==> src/rtl/led_matrix_scanner.sv <==
// led_matrix_scanner
//
// Column-scan controller for the 4-column x 7-row status LED matrix.
// A frame written by the display logic is held in a pending buffer. It is
// moved into the displayed (shadow) frame only at a frame boundary, or
// straight away while the scanner is off. This means the displayed rows
// never change while a column is lit. Each column is lit for DRIVE_CYCLES.
// Before each column there are BLANK_CYCLES with every column dark.
//
// Ports
//   clk           system clock, rising edge
//   reset         synchronous active-high reset
//   enable        scanning on when high, all columns dark when low
//   frame_in      new frame, column-major (column c, row r at bit 7c+r)
//   frame_load    one-cycle strobe that captures frame_in
//   frame_pending a loaded frame is waiting for the next frame boundary
//   frame_sync    one-cycle pulse on every column 3 -> 0 wrap
//   row_bus       displayed frame, row-major (row r, column c at bit 4r+c)
//   col_sel       current column index
//   col_en_n      active-low column enables, at most one bit low
//
// state    | meaning
// ---------+--------------------------------------------------------------
// ST_OFF   | scanning stopped, all columns dark, pending frame applied now
// ST_BLANK | all columns dark, col_sel already shows the upcoming column
// ST_DRIVE | column col_sel lit for DRIVE_CYCLES

module led_matrix_scanner #(
  parameter int DRIVE_CYCLES = 12500,
  parameter int BLANK_CYCLES = 50
) (
  input  logic        clk,
  input  logic        reset,
  input  logic        enable,
  input  logic [27:0] frame_in,
  input  logic        frame_load,
  output logic        frame_pending,
  output logic        frame_sync,
  output logic [27:0] row_bus,
  output logic [1:0]  col_sel,
  output logic [3:0]  col_en_n
);

  typedef enum logic [1:0] {
    ST_OFF,
    ST_BLANK,
    ST_DRIVE
  } state_t;

  localparam int CNT_MAX = (DRIVE_CYCLES > BLANK_CYCLES) ? DRIVE_CYCLES : BLANK_CYCLES;
  localparam int CNT_W   = (CNT_MAX > 1) ? $clog2(CNT_MAX) : 1;

  localparam logic [CNT_W-1:0] DRIVE_LAST = CNT_W'(DRIVE_CYCLES - 1);
  localparam logic [CNT_W-1:0] BLANK_LAST = CNT_W'(BLANK_CYCLES - 1);

  state_t           state;
  logic [CNT_W-1:0] cnt;
  logic [27:0]      pend;
  logic [27:0]      shadow;
  logic             wrap;
  logic             commit;

  // Last DRIVE cycle of column 3 with scanning still enabled. If enable drops
  // on this cycle, the scanner goes to OFF instead, and the OFF state applies
  // the pending frame.
  assign wrap = (state == ST_DRIVE) && enable && (col_sel == 2'd3) && (cnt == DRIVE_LAST);

  // A load that arrives on a commit edge bypasses pend. In OFF, a fresh load
  // first raises frame_pending and is applied on the following cycle.
  assign commit = (wrap && (frame_pending || frame_load)) ||
                  ((state == ST_OFF) && frame_pending);

  always_comb begin
    row_bus = '0;
    for (int r = 0; r < 7; r++) begin
      for (int c = 0; c < 4; c++) begin
        row_bus[4*r + c] = shadow[7*c + r];
      end
    end
  end

  always_ff @(posedge clk) begin
    if (reset) begin
      state         <= ST_OFF;
      cnt           <= '0;
      col_sel       <= 2'd0;
      col_en_n      <= 4'b1111;
      pend          <= '0;
      shadow        <= '0;
      frame_pending <= 1'b0;
      frame_sync    <= 1'b0;
    end else begin
      frame_sync <= wrap;

      // pend always tracks the latest load, so after any commit it equals shadow.
      if (frame_load) begin
        pend <= frame_in;
      end

      if (commit) begin
        shadow        <= frame_load ? frame_in : pend;
        frame_pending <= 1'b0;
      end else if (frame_load) begin
        frame_pending <= 1'b1;
      end

      case (state)
        ST_OFF: begin
          col_en_n <= 4'b1111;
          col_sel  <= 2'd0;
          cnt      <= '0;
          if (enable) begin
            state <= ST_BLANK;
          end
        end

        ST_BLANK: begin
          if (!enable) begin
            state    <= ST_OFF;
            col_en_n <= 4'b1111;
            col_sel  <= 2'd0;
            cnt      <= '0;
          end else if (cnt == BLANK_LAST) begin
            state    <= ST_DRIVE;
            cnt      <= '0;
            col_en_n <= ~(4'b0001 << col_sel);
          end else begin
            cnt <= cnt + 1'b1;
          end
        end

        ST_DRIVE: begin
          if (!enable) begin
            state    <= ST_OFF;
            col_en_n <= 4'b1111;
            col_sel  <= 2'd0;
            cnt      <= '0;
          end else if (cnt == DRIVE_LAST) begin
            state    <= ST_BLANK;
            cnt      <= '0;
            col_en_n <= 4'b1111;
            col_sel  <= col_sel + 2'd1;
          end else begin
            cnt <= cnt + 1'b1;
          end
        end

        default: begin
          state    <= ST_OFF;
          col_en_n <= 4'b1111;
          col_sel  <= 2'd0;
          cnt      <= '0;
        end
      endcase
    end
  end

endmodule

==> config.mk <==
export PLATFORM = sky130hd
export DESIGN_NAME = led_matrix_scanner
export DESIGN_NICKNAME = d
export VERILOG_FILES = /design/src/rtl/led_matrix_scanner.sv
export SDC_FILE = /design/constraint.sdc
export NUM_CORES = 1
export LEC_CHECK = 0
export ABC_AREA = 1
export BUFFER_PORTS_ARGS = -buffer_cell sky130_fd_sc_hd__buf_2
export CORE_MARGIN = 3
export CORE_UTILIZATION = 54
export CTS_CLUSTER_DIAMETER = 60
export DETAILED_ROUTE_END_ITERATION = 6
export PLACE_DENSITY = 0.79
export SYNTH_ARGS = -nofsm -noshare
export SYNTH_HDL_FRONTEND = slang
export SYNTH_SLANG_ARGS = --single-unit
==> constraint.sdc <==
create_clock -name clk -period 2 [get_ports clk]
set_clock_uncertainty 0.15 [all_clocks]
set_input_delay 0.1 -clock clk [delete_from_list [all_inputs] [get_ports clk]]
set_output_delay 0.1 -clock clk [all_outputs]
set_load 0.02 [all_outputs]
# After elaboration in Yosys (flattened, before gate mapping)
# Cells that the tools add are included.
dict set report word_totals {
  output_inout_bits 36
  input_bits 32
  register_bits 80
  wordCells 54
}
dict set report op_classes {
  n_bitwise 1
  n_reduce_logical 12
  n_eq_ne 9
  muxes 21
  shifts 1
  addsub 2
}
# op n
set ops {}
lappend ops {{14-bit two-way mux} 4}
lappend ops {{28-bit two-way mux} 1}
lappend ops {{14-bit one-hot mux with 2 select lines} 1}
lappend ops {{2-bit two-way mux} 8}
lappend ops {{4-bit two-way mux} 4}
lappend ops {{14-bit by 1-bit adder with 14-bit output (second input constant)} 1}
lappend ops {{14-bit equality test (second input constant)} 1}
lappend ops {{14-bit by 6-bit equality test with 1-bit output (second input constant)} 1}
lappend ops {{4-bit one-hot mux with 2 select lines} 1}
lappend ops {{2-bit one-hot mux with 3 select lines} 1}
lappend ops {{1-bit logical AND} 5}
lappend ops {{2-bit equality test (second input constant)} 2}
lappend ops {{2-bit inequality test (second input constant)} 2}
lappend ops {{4-bit NOT} 1}
lappend ops {{2-bit one-hot mux with 2 select lines} 1}
lappend ops {{2-bit AND reduction} 2}
lappend ops {{1-bit by 2-bit left shift with 4-bit output (first input constant)} 1}
lappend ops {{3-bit by 2-bit inequality test with 1-bit output (second input constant)} 1}
lappend ops {{3-bit inequality test (second input constant)} 1}
lappend ops {{3-bit AND reduction} 1}
lappend ops {{2-bit by 1-bit adder with 2-bit output (second input constant)} 1}
lappend ops {{2-bit by 1-bit equality test with 1-bit output (second input constant)} 1}
lappend ops {{2-bit logical NOT} 1}
lappend ops {{1-bit logical OR} 2}
lappend ops {{2-bit OR reduction} 1}

# Longest topological paths before layout
# Gate-level depths: netlist of the first run.
dict set report depth {
  ltp_word 7
  depth_mapped 11
  ltp_nobuf 10
}

# Worst setup path before layout of the first run
# OpenSTA, ideal clock, no wires.
dict set report synth_path {
  kind {reg-to-reg}
  startpoint {reg col_sel[1]}
  endpoint {reg shadow[10]}
  slack_ns 0.269
  required_ns 1.738
  n_path_buf 2
  path_stages_with_launch 11
  synth_period_minus_slack_ns 1.731
  setup_ns 0.112
  arrival_ns 1.469
  path_cell_list {dfxtp_1 > ha_1 > inv_1 > nor2_1 > nand3_2 > nand2_1 > buf_4 > buf_6 > nand3_1 > nand2_1 > nor2_2}
}
dict set report synth_between {
  elab_chain_cells 5
}
# item line_no
set synth_rtl {}
lappend synth_rtl {{start: declaration} 40} ;# output logic [1:0] col_sel,
lappend synth_rtl {{start signal: assignment} 142} ;# col_sel <= col_sel + 2'd1;
lappend synth_rtl {{2-bit equality test} 66} ;# assign wrap = (state == ST_DRIVE) && enable && (col_sel == 2'd3) && (cnt == DRIVE_LAST);
lappend synth_rtl {{1-bit logical AND (2 in a row)} 66}
lappend synth_rtl {{1-bit logical AND} 70} ;# assign commit = (wrap && (frame_pending || frame_load)) ||
lappend synth_rtl {{1-bit logical OR} 70}
lappend synth_rtl {{end signal: assignment} 101} ;# shadow <= frame_load ? frame_in : pend;
lappend synth_rtl {{end: declaration} 59} ;# logic [27:0] shadow;
# No other way between the ends.
# A chain may end at the register's enable or synchronous reset.

# Worst setup path in the final report of the first run
dict set report layout_path {
  startpoint {reg state[0]}
  endpoint {reg shadow[16]}
}
dict set report layout_between {
  elab_chain_cells 6
  word_cells_on_any_way 8
  classes_between {eq/ne: 1; reduce/logical: 7}
}
# item line_no
set layout_rtl {}
lappend layout_rtl {{start: declaration} 56} ;# state_t state;
lappend layout_rtl {{start signal: assignment} 84} ;# state <= ST_OFF;
lappend layout_rtl {{start signal: assignment} 113} ;# state <= ST_BLANK;
lappend layout_rtl {{start signal: assignment} 119} ;# state <= ST_OFF;
lappend layout_rtl {{2-bit equality test} 66}
lappend layout_rtl {{1-bit logical AND (3 in a row)} 66}
lappend layout_rtl {{1-bit logical AND} 70}
lappend layout_rtl {{1-bit logical OR *} 70}
# Every way passes the cells marked *; elsewhere a longest branch is shown, timed or not.

==> key figures, run 1 <==
Timing
  • Post-route worst setup slack: 169.9 ps
  • Actual slew at the worst max-slew pin: 518.1 ps
  • Final hold slack: 15.85 ps
  • Final hold vios: 0
  • Fin crit period: 1830 ps
  • Rel. slew slack: 65.24%
  • Setup_tns: 0 ps
  • F_max: 546.4 MHz
  • Endpoints failing setup: 0
  • RSZ-0062 raised after global routing: false
  • Fin crit share: 91.51%
  • Max Slew Vio Count: 0

Setup path
  • Register-to-Register Path Depth: 10
  • Crit start category: flop
  • Cell occurring most often along the worst timing path: nand2_1
  • CP Class: reg -> reg
  • Crit path max fanout: 29
  • Worst-path cell chain: inv_1, ha_1, nand2_1, nor2_1, nand3_2, nand2_1, buf_12, nand3_1, nand2_1, nor2_2
  • R2R Setup Slk: about 170 ps
  • CP required: 2090 ps
  • Worst path bufs/invs: 2
  • Setup crit end kind: flop
  • R2r endpoint: shadow[16]$_SDFFE_PP0P_
  • WP data arrival: ~1900 ps
  • Slowest-stage cell, CP: dfxtp_1
  • Top delay family on crit path: simple AND/OR/NAND/NOR gates
  • Reg2reg start: state[0]$_SDFFE_PP0P_
  • Worst path max stage delay: 340 ps

Placed design
  • Post-DP HPWL: 4.819 mm
  • RePlAce Congestion: 0.8721
  • # port buffers: 67
  • Post-Place Worst Slack: 176.9 ps
  • Area post-placement: 0.003780 mm^2

Yosys
  • Mapped Area: roughly 0.0034 mm^2
  • Asr flop ratio synth: 0%
  • Cells after Synth: 417
  • Synthesized net count: 459
  • Area leader, netlist: dfxtp_1
  • Yosys cell types: 24
  • Post-synth EDFFs: 0
  • Ranking of synthesized cells by area: dfxtp_1 47%, nor2_1 11%, mux2i_1 8.3%
  • Most used flip-flop cell after synthesis: dfxtp_1
  • Post-synth top cells: 97 x nor2_1, 80 x dfxtp_1, 71 x nand2_1, 39 x nand3_1, 28 x mux2i_1
  • Post-synthesis register bit count: 80
  • Most common cell in the netlist: nor2_1
  • Yosys top cell area share: 47.44%
  • Synth Area per Inst: 8.095 um^2
  • Seq/Total Area, Yosys: 47.44%
  • Yosys warnings: 0

Die
  • Placeable Area: 0.005991 mm^2
  • Initial Util: 56.35%
  • Die ar.: 0.007236 mm^2
  • Die X: approximately 85 um
  • IO Count: 68
  • Die Y: 85.07 um
  • Placement row count: 28

Finish
  • Final net count: 553
  • Final Cell Area: 0.004313 mm^2
  • Area growth syn-to-layout: 27.76%
  • # diodes: 0
  • Layout cells sized above 1: 22.33%
  • Fillers: 477

Drt
  • Vias/cell: approximately 5
  • Via count: 3021
  • Iter 0 DRT Violations: 169
  • Drt pass-1 iters: 4
  • Post-Route WL: approximately 7.7 mm
  • Post-DRT Antenna Nets: 0
  • DRC: 0
  • Routed wire per std cell: 13.11 um

CTS
  • Clock transition at path regs: 80 ps
  • Setup Buffers After CTS: 0
  • Root buffer cell: clkbuf_8
  • CTS Buffer Depth: 2
  • CTS tree: built
  • CTS Buf Count: 9
  • # clock sinks: 80
  • Worst skew pair latency: 340 ps
  • H-tree Lvls: 3

Run
  • Max-Cap Viols: 0

Status
  • Status: complete, no violations

Worst hold path
  • Worst hold stages: 3
  • Worst hold path type: in -> reg
  • Critical hold path startpoint: frame_load
  • Hold Path Sink: frame_pending$_SDFFE_PP0P_

Power
  • Power Dens Cells: 1043 mW/mm^2
  • Max VDD drop: 0.6321 mV
  • Leakage: 1.991 nW

Global routing
  • Total track usage: 22.67%
  • Largest net degree at the start of global routing: 34
  • Initial antenna violation count: 0
  • First-pass GRT wire length: 13.21 mm
  • Congestion Overflow GR: 0
  • Vias in the first global route: 2958
## placed cells by master (no fill, tap or decap)
master,Yosys,final
nor2_1,97,97
dfxtp_1,80,80
nand2_1,71,70
buf_2,2,67
nand3_1,39,39
mux2i_1,28,28
dlygate4sd3_1,0,28
inv_1,21,21
nor2_2,21,21
ha_1,10,10
clkbuf_8,0,10
xor2_1,7,7
nand4_1,6,6
a21oi_1,4,4
o21ai_0,3,3
nor3_1,3,3
xnor2_1,3,3
bufinv_16,0,3
buf_12,0,3
buf_4,4,3
nand2_2,1,2
clkinvlp_4,0,2
nand3_2,2,1
inv_2,1,1
clkinv_1,1,1
a21oi_4,1,1
nand3_4,0,1
## stage by stage
step                      instances  total power, mW  util [%]
after global placement          547            3.018     63.10
after detailed placement        547            3.049     63.10
final                           590            4.500     71.99
after floorplan                 417            2.725         -
after global routing            590            4.777     71.99
after CTS                       590            4.504     71.83
## worst register-to-register path, stage by stage (launching register included)
cell and delay (ps):
dfxtp_1 340, inv_1 110, ha_1 180, nand2_1 70
nor2_1 130, nand3_2 150, nand2_1 140, buf_12 190
nand3_1 100, nand2_1 100, nor2_2 50
## worst max-delay path by stage
stage                                          to                    start  depth (start not counted)
after floorplan           shadow[10]$_SDFFE_PP0P_  col_sel[1]$_SDFFE_PP0P_                         10
after global routing      shadow[20]$_SDFFE_PP0P_        cnt[1]$_SDFF_PP0_                          9
after global placement    shadow[21]$_SDFFE_PP0P_        cnt[1]$_SDFF_PP0_                          9
after CTS                      cnt[11]$_SDFF_PP0_    state[1]$_SDFFE_PP0P_                          8
final                     shadow[16]$_SDFFE_PP0P_    state[0]$_SDFFE_PP0P_                         10
after detailed placement       cnt[11]$_SDFF_PP0_    state[1]$_SDFFE_PP0P_                          8
## cell families after synthesis
logic type	count (synthesis)	synth area share, %
buf+inv	41	5.745
compound gates	8	1.520
fa+ha+maj	10	3.706
simple gates	240	30.69
xor+xnor	10	2.595
flops	80	47.44
mux	28	8.302
## repair_timing
item | 4_1_cts | 5_1_grt
endpoints found under the setup margin | 0 | 14
hold buffers | 28 | 0
endpoints found under the hold margin | 28 | 0
gates resized for setup | 0 | 2
## flip-flops by register name, indices dropped and copies added, names as in the netlist
name,flops
state,2
shadow,28
col_en_n,4
frame_sync,1
pend,28
frame_pending,1
cnt,14
col_sel,2
## metal layers
layer / vias to the layer above / track usage [%] / routed length [um]
met5: - / 0 / 0
met4: 0 / 12.81 / 229
met3: 24 / 4.078 / 383
met2: 99 / 37.22 / 3866
met1: 1390 / 27.94 / 3252
li1: 1508 / - / -
## where the power goes
group	internal (mW)	switching (mW)	leakage (nW)
clock network	0.856	0.560	0.115
logic	0.438	0.766	1.22
registers	1.78	0.0975	0.655
total	3.08	1.42	1.99
## final cells by class
| type | instances | area, um^2 | share of cell area [%] |
|---|---|---|---|
| Sequential cell | 80 | 1602 | 37.13 |
| Multi-Input combinational cell | 296 | 1590 | 36.87 |
| Timing Repair Buffer | 101 | 698.2 | 16.19 |
| Clock buffer | 10 | 137.6 | 3.191 |
| Clock inverter | 5 | 105.1 | 2.437 |
| Tap cell | 75 | 93.84 | 2.176 |
| Inverter | 23 | 86.33 | 2.002 |
Power figures use the tool's default switching activity.
==> run 2: changes to the inputs <==
--- a/config.mk
+++ b/config.mk
@@ -5,8 +5,8 @@
 export SDC_FILE = /design/constraint.sdc
 export NUM_CORES = 1
 export LEC_CHECK = 0
-export ABC_AREA = 1
 export BUFFER_PORTS_ARGS = -buffer_cell sky130_fd_sc_hd__buf_2
+export CAP_MARGIN = 20
 export CORE_MARGIN = 3
 export CORE_UTILIZATION = 54
 export CTS_CLUSTER_DIAMETER = 60
==> key figures, run 2 <==
Drt
  • Drt pass-1 iters: 5
  • Post-Route WL: 7.186 mm
  • DRC: 0
  • Vias/cell: 5.022
  • Iter 0 DRT Violations: 104
  • Via count: 2556
  • Post-DRT Antenna Nets: 0
  • Routed wire per std cell: 14.12 um

Finish
  • Final net count: roughly 470
  • Final Non-Filler Cells: 509
  • Most frequent cells in the layout: 79 x dfxtp_1, 67 x buf_2, 50 x nor2_1
  • Util after Layout: between 70% and 80%
  • Final Cell Area: roughly 0.0044 mm^2
  • Area growth syn-to-layout: 33.61%
  • Largest regs: pend: 28 flops, shadow: 28 flops, cnt: 14 flops
  • Fillers: 386
  • Commonest non-fill, non-tap cell in the layout: dfxtp_1
  • # diodes: 0
  • Layout cells sized above 1: 30.43%

Die
  • Initial Util: 57.97%
  • Die X: roughly 84 um
  • IO Count: 68
  • Placeable Area: 0.005709 mm^2
  • Placement row count: 27
  • Die Y: approximately 84 um
  • Die ar.: a little over 0.007 mm^2

Global routing
  • Busiest metal layer after global routing: met2
  • Initial antenna violation count: 0
  • Total track usage: 20.87%
  • M1 GR Usage: 23.57%
  • Vias in the first global route: 2674
  • First-pass GRT wire length: 12.00 mm
  • Met3 usage in global routing: 5.496%
  • GR Util met2: around 37%
  • Largest net degree at the start of global routing: 74
  • Congestion Overflow GR: 0

Setup path
  • Register-to-Register Path Depth: 6
  • Crit start category: flop
  • Reg2reg start: cnt[8]$_SDFF_PP0_
  • Critical Path Source: cnt[8]$_SDFF_PP0_
  • R2r endpoint: shadow[22]$_SDFFE_PP0P_
  • Worst-path cell chain: or4_4, nor2_4, nand3_2, a21oi_4, buf_12, mux2_1
  • Slowest-stage cell, CP: or4_4
  • Setup crit end kind: flop
  • Worst path max stage delay: 550 ps
  • CP Class: reg -> reg
  • Crit path capture: shadow[22]$_SDFFE_PP0P_
  • Crit path max fanout: 22
  • Levels on crit path: 6
  • CP required: roughly 2100 ps
  • Worst path bufs/invs: 1
  • Top delay family on crit path: simple AND/OR/NAND/NOR gates
  • WP data arrival: 2150 ps
  • R2R Setup Slk: -80 ps

CTS
  • CTS tree: built
  • Worst skew pair latency: 340 ps
  • Root buffer cell: clkbuf_8
  • # clock sinks: 80
  • H-tree Lvls: 3
  • Clock transition at path regs: 80 ps
  • CTS Buf Count: 9
  • CTS Buffer Depth: 2
  • Setup Buffers After CTS: 0

Power
  • Leakage: 2.008 nW
  • Sw Share: 23.77%
  • NetSw: between 700 and 800 uW
  • Pwr Total: 3.233 mW
  • Clock group share of total power: 37.5%
  • Max VDD drop: 0.5361 mV
  • Logic pwr share: 10.7%
  • Power Dens Cells: between 700 and 800 mW/mm^2
  • Sequential share of power: 51.8%
  • Pint: 2.465 mW

Placed design
  • Post-Place Worst Slack: -70.42 ps
  • Area post-placement: 0.003886 mm^2
  • RePlAce Congestion: 0.7897
  • Post-DP HPWL: about 4.5 mm
  • # port buffers: 67
  • Placed cells: 464

Timing
  • Final hold vios: 0
  • Fin crit period: roughly 2100 ps
  • Actual slew at the worst max-slew pin: between 400 and 500 ps
  • Rel. slew slack: between 60% and 70%
  • Fin crit share: 104.0%
  • Endpoints failing setup: 28
  • Post-route worst setup slack: -79.69 ps
  • Max Slew Vio Count: 0
  • F_max: 480.8 MHz
  • RSZ-0062 raised after global routing: true

Yosys
  • Asr flop ratio synth: 0%
  • Synth Area per Inst: 10.44 um^2
  • Yosys warnings: 0
  • Post-synth EDFFs: 0
  • Yosys cell types: 40
  • Ranking of synthesized cells by area: dfxtp_1 48%, mux2i_1 8.5%, mux2_1 6.8%
  • Yosys top cell area share: 48.39%
  • Most common cell in the netlist: dfxtp_1
  • Synthesized net count: 359
  • Cells after Synth: approximately 320
  • Seq/Total Area, Yosys: 48.39%
  • Post-synthesis register bit count: 80
  • Area leader, netlist: dfxtp_1
  • Most used flip-flop cell after synthesis: dfxtp_1
  • Post-synth top cells: 80 x dfxtp_1, 51 x nor2_1, 33 x nor2b_1, 28 x mux2i_1, 20 x mux2_1
  • Mapped Area: 0.003309 mm^2

Worst hold path
  • Worst hold path type: in -> reg

Run
  • Max-Cap Viols: 0

Status
  • Status: finished with violations
  • Failing checks: negative setup slack
[run 2: cell types whose count changed after synthesis, sizes merged, moves of 3 or more]
| cell | before | now |
|---|---|---|
| nand3 | 41 | 9 |
| o32a | 0 | 4 |
| or2 | 0 | 3 |
| or4 | 0 | 4 |
| nand4 | 6 | 1 |
| nor2b | 0 | 33 |
| nand2 | 72 | 7 |
| inv | 22 | 5 |
| mux2 | 0 | 28 |
| nor2 | 118 | 52 |
| nand2b | 0 | 5 |
[run 2: final cells by class]
| class | instances | area (um^2) | share of cell area (%) |
|---|---|---|---|
| flip-flops and latches | 80 | 1603 | 36.25 |
| repair buffers | 120 | 859.6 | 19.44 |
| multi-input cells | 216 | 1644 | 37.18 |
| well taps | 72 | 90.09 | 2.037 |
| inverters | 5 | 18.77 | 0.4244 |
| clock inverters | 5 | 55.05 | 1.245 |
| clock buffers | 11 | 151.4 | 3.424 |
[run 2: tightest hold or removal path, delay by kind of cell]
kind / cells / cell delay [ps]
buffers and inverters: 1 / 160
muxes: 1 / 150
and+or+nand+nor: 1 / 60
[run 2: logic make-up after synthesis]
family,count (synthesis),synth area share [%]
flip-flops,80,48.39
multiplexers,56,18.00
AND/OR/NAND/NOR,124,19.81
XOR/XNOR,12,3.176
AO/OA/AOI/OAI,14,3.630
buffers and inverters,21,3.214
adder cells (fa/ha/maj),10,3.781
[run 2: repair_timing]
action / 4_1_cts / 5_1_grt
endpoints found under the hold margin: 29 / 0
resized for setup: 0 / 7
pin swaps: 2 / 1
setup endpoints to repair: 29 / 48
hold buffers: 29 / 0
[run 2: layer usage]
metal | share of wire, % | vias to the layer above
met3 | 5.1 | 17
li1 | - | 1288
met4 | 2.3 | 0
met5 | 0 | -
met2 | 49 | 64
met1 | 43 | 1187
[run 2: power by group through the flow]
stage          Clock [mW]  Combinational, mW  Sequential [mW]
4_1_cts              1.23              0.339             1.67
6_report             1.21              0.346             1.67
3_3_place_gp            0              0.284             1.71
3_5_place_dp            0              0.293             1.71
2_1_floorplan           0              0.166             1.74
5_1_grt              1.30              0.378             1.68
[run 2: per-stage QoR]
step / TNS, ps / hold slack (ps)
final: -1266 / 34.20
after CTS: -1850 / 27.85
after global routing: -3536 / 44.43
after floorplan: -3085 / 125.6
after detailed placement: -1283 / 236.0
after global placement: -627.7 / 226.5
[run 2: worst min-delay path by stage]
stage,from,end,slack (ps),cells after the start
2_1_floorplan,frame_in[0],pend[0]$_SDFF_PP0_,130,2
3_3_place_gp,frame_in[5],pend[5]$_SDFF_PP0_,230,3
3_5_place_dp,frame_in[2],pend[2]$_SDFF_PP0_,240,3
4_1_cts,frame_load,pend[25]$_SDFF_PP0_,30,3
5_1_grt,frame_load,pend[25]$_SDFF_PP0_,40,3
6_report,frame_load,pend[25]$_SDFF_PP0_,30,3
==> run 3: changes to the inputs <==
--- a/config.mk
+++ b/config.mk
@@ -8,10 +8,11 @@
 export BUFFER_PORTS_ARGS = -buffer_cell sky130_fd_sc_hd__buf_2
 export CAP_MARGIN = 20
 export CORE_MARGIN = 3
-export CORE_UTILIZATION = 54
+export CORE_UTILIZATION = 56
+export CTS_BUF_LIST = sky130_fd_sc_hd__clkbuf_4 sky130_fd_sc_hd__clkbuf_8
 export CTS_CLUSTER_DIAMETER = 60
 export DETAILED_ROUTE_END_ITERATION = 6
-export PLACE_DENSITY = 0.79
+export PLACE_DENSITY = 0.81
 export SYNTH_ARGS = -nofsm -noshare
 export SYNTH_HDL_FRONTEND = slang
 export SYNTH_SLANG_ARGS = --single-unit
==> key figures, run 3 (same netlist as run 2, synthesis figures left out) <==
Status
  • Status: finished with violations
  • Failing checks: negative setup slack

Timing
  • Fin crit period: 2107 ps
  • Fin crit share: 105.4%
  • Endpoints failing setup: 48
  • Rel. slew slack: 69.88%
  • F_max: 474.6 MHz
  • Actual slew at the worst max-slew pin: around 450 ps
  • RSZ-0062 raised after global routing: true
  • Max Slew Vio Count: 0
  • Final hold vios: 0
  • Post-route worst setup slack: -107.1 ps

Finish
  • Commonest non-fill, non-tap cell in the layout: dfxtp_1
  • Util after Layout: 82.42%
  • Layout cells sized above 1: 35.15%
  • Area growth syn-to-layout: 39.66%
  • Final net count: 478
  • Fillers: approximately 320
  • # diodes: 0
  • Footprint of the multi-input gates: 0.001768 mm^2
  • Flip-flop and latch area: 0.001605 mm^2
  • Largest regs: pend: 28 flops, shadow: 28 flops, cnt: 14 flops
  • Most frequent cells in the layout: 77 x dfxtp_1, 67 x buf_2, 38 x nor2_1
  • Final Non-Filler Cells: 513

Drt
  • Vias/cell: 5.205
  • Post-Route WL: 7.743 mm
  • Drt pass-1 iters: 6
  • DRC: 0
  • Post-DRT Antenna Nets: 0
  • Via count: roughly 2700
  • Iter 0 DRT Violations: 137
  • Routed wire per std cell: 15.09 um

Setup path
  • Slowest-stage cell, CP: or4_4
  • CP required: 2090 ps
  • Worst-path cell chain: or4_4, nor2_4, nand3_2, a21oi_4, buf_12, mux2_2
  • Top delay family on crit path: simple AND/OR/NAND/NOR gates
  • Setup crit end kind: flop
  • Crit path max fanout: 28
  • Worst path bufs/invs: 1
  • WP data arrival: between 2000 and 2500 ps
  • Crit start category: flop
  • Worst path max stage delay: 570 ps
  • CP Class: reg -> reg

Placed design
  • Post-Place Worst Slack: -102.9 ps
  • # port buffers: between 60 and 70
  • Placed cells: between 400 and 500
  • RePlAce Congestion: between 0.7 and 0.8
  • Post-DP HPWL: around 4.6 mm

CTS
  • CTS tree: built
  • CTS Buffer Depth: 2
  • Clock transition at path regs: 80 ps
  • H-tree Lvls: 3
  • CTS Buf Count: 9
  • # clock sinks: 80
  • Root buffer cell: clkbuf_8
  • Worst skew pair latency: 350 ps

Run
  • Max-Cap Viols: 0

Die
  • Die ar.: 0.006868 mm^2
  • Placeable Area: 0.005608 mm^2
  • Die Y: between 80 and 90 um
  • Initial Util: 59.01%
  • Placement row count: 27
  • Die X: 82.88 um
  • IO Count: just under 70

Global routing
  • Total track usage: 21.71%
  • Largest net degree at the start of global routing: 30
  • Initial antenna violation count: 0
  • First-pass GRT wire length: 12.12 mm
  • Vias in the first global route: 2570
  • Congestion Overflow GR: 0

Worst hold path
  • Worst hold path type: in -> reg

Power
  • Power Dens Cells: 708.3 mW/mm^2
  • Leakage: 2.060 nW
  • Max VDD drop: 0.5382 mV
## run 3: path summary, 6_finish.rpt
check	start	endpoint	slack, ps	cells after the start
min reg2reg	pend[20]$_SDFF_PP0_	pend[20]$_SDFF_PP0_	350	2
min	frame_load	frame_pending$_SDFFE_PP0P_	40	3
max reg2reg	cnt[8]$_SDFF_PP0_	shadow[0]$_SDFFE_PP0P_	-110	6
max	cnt[8]$_SDFF_PP0_	shadow[0]$_SDFFE_PP0P_	-110	6
## run 3: layout make-up
class | count | area share [%]
multi-input combinational | 216 | 38.25
sequential | 80 | 34.73
timing repair buffer | 124 | 20.09
clock buffer | 12 | 3.438
tap | 72 | 1.949
clock inverter | 4 | 1.137
inverter | 5 | 0.4061
## run 3: worst register-to-register path: cells and delay by family, from the launching register on
| kind | cells | cell delay, ps |
|---|---|---|
| AO/OA/AOI/OAI | 1 | 170 |
| multiplexers | 1 | 380 |
| flip-flops | 1 | 320 |
| buffers and inverters | 1 | 220 |
| AND/OR/NAND/NOR | 3 | 780 |
## run 3: timing repair
item | in CTS | in global routing
hold buffers | 29 | 0
buffers inserted | 0 | 2
endpoints found under the hold margin | 35 | 0
setup endpoints to repair | 49 | 49
cloned | 0 | 1
resized for setup | 3 | 36
pin swaps | 0 | 16
## run 3: stage by stage
stage	instance area (um^2)	TNS, ps	power (mW)	hold slack, ps
2_1_floorplan	3318	-3085	1.902	125.6
3_3_place_gp	3906	-1037	1.995	224.6
3_5_place_dp	3906	-2715	2.006	233.5
4_1_cts	4427	-3006	3.266	3.674
5_1_grt	4622	-6434	3.413	55.63
6_report	4622	-3453	3.274	42.99
## run 3: metal layers
metal | track usage, % | vias to the layer above | routed length (um) | part of all wire (%)
li1 | - | 1303 | - | -
met1 | 26.13 | 1268 | 3178 | 41
met2 | 37.17 | 85 | 4025 | 52
met3 | 5.456 | 14 | 385 | 5.0
met4 | 8.321 | 0 | 154 | 2.0
met5 | 0 | - | 0 | 0
## run 3: report_power, final
group          total [mW]  switching (mW)  internal, mW
Sequential           1.67          0.0230          1.65
Clock                1.23           0.573         0.662
Combinational       0.365           0.182         0.182
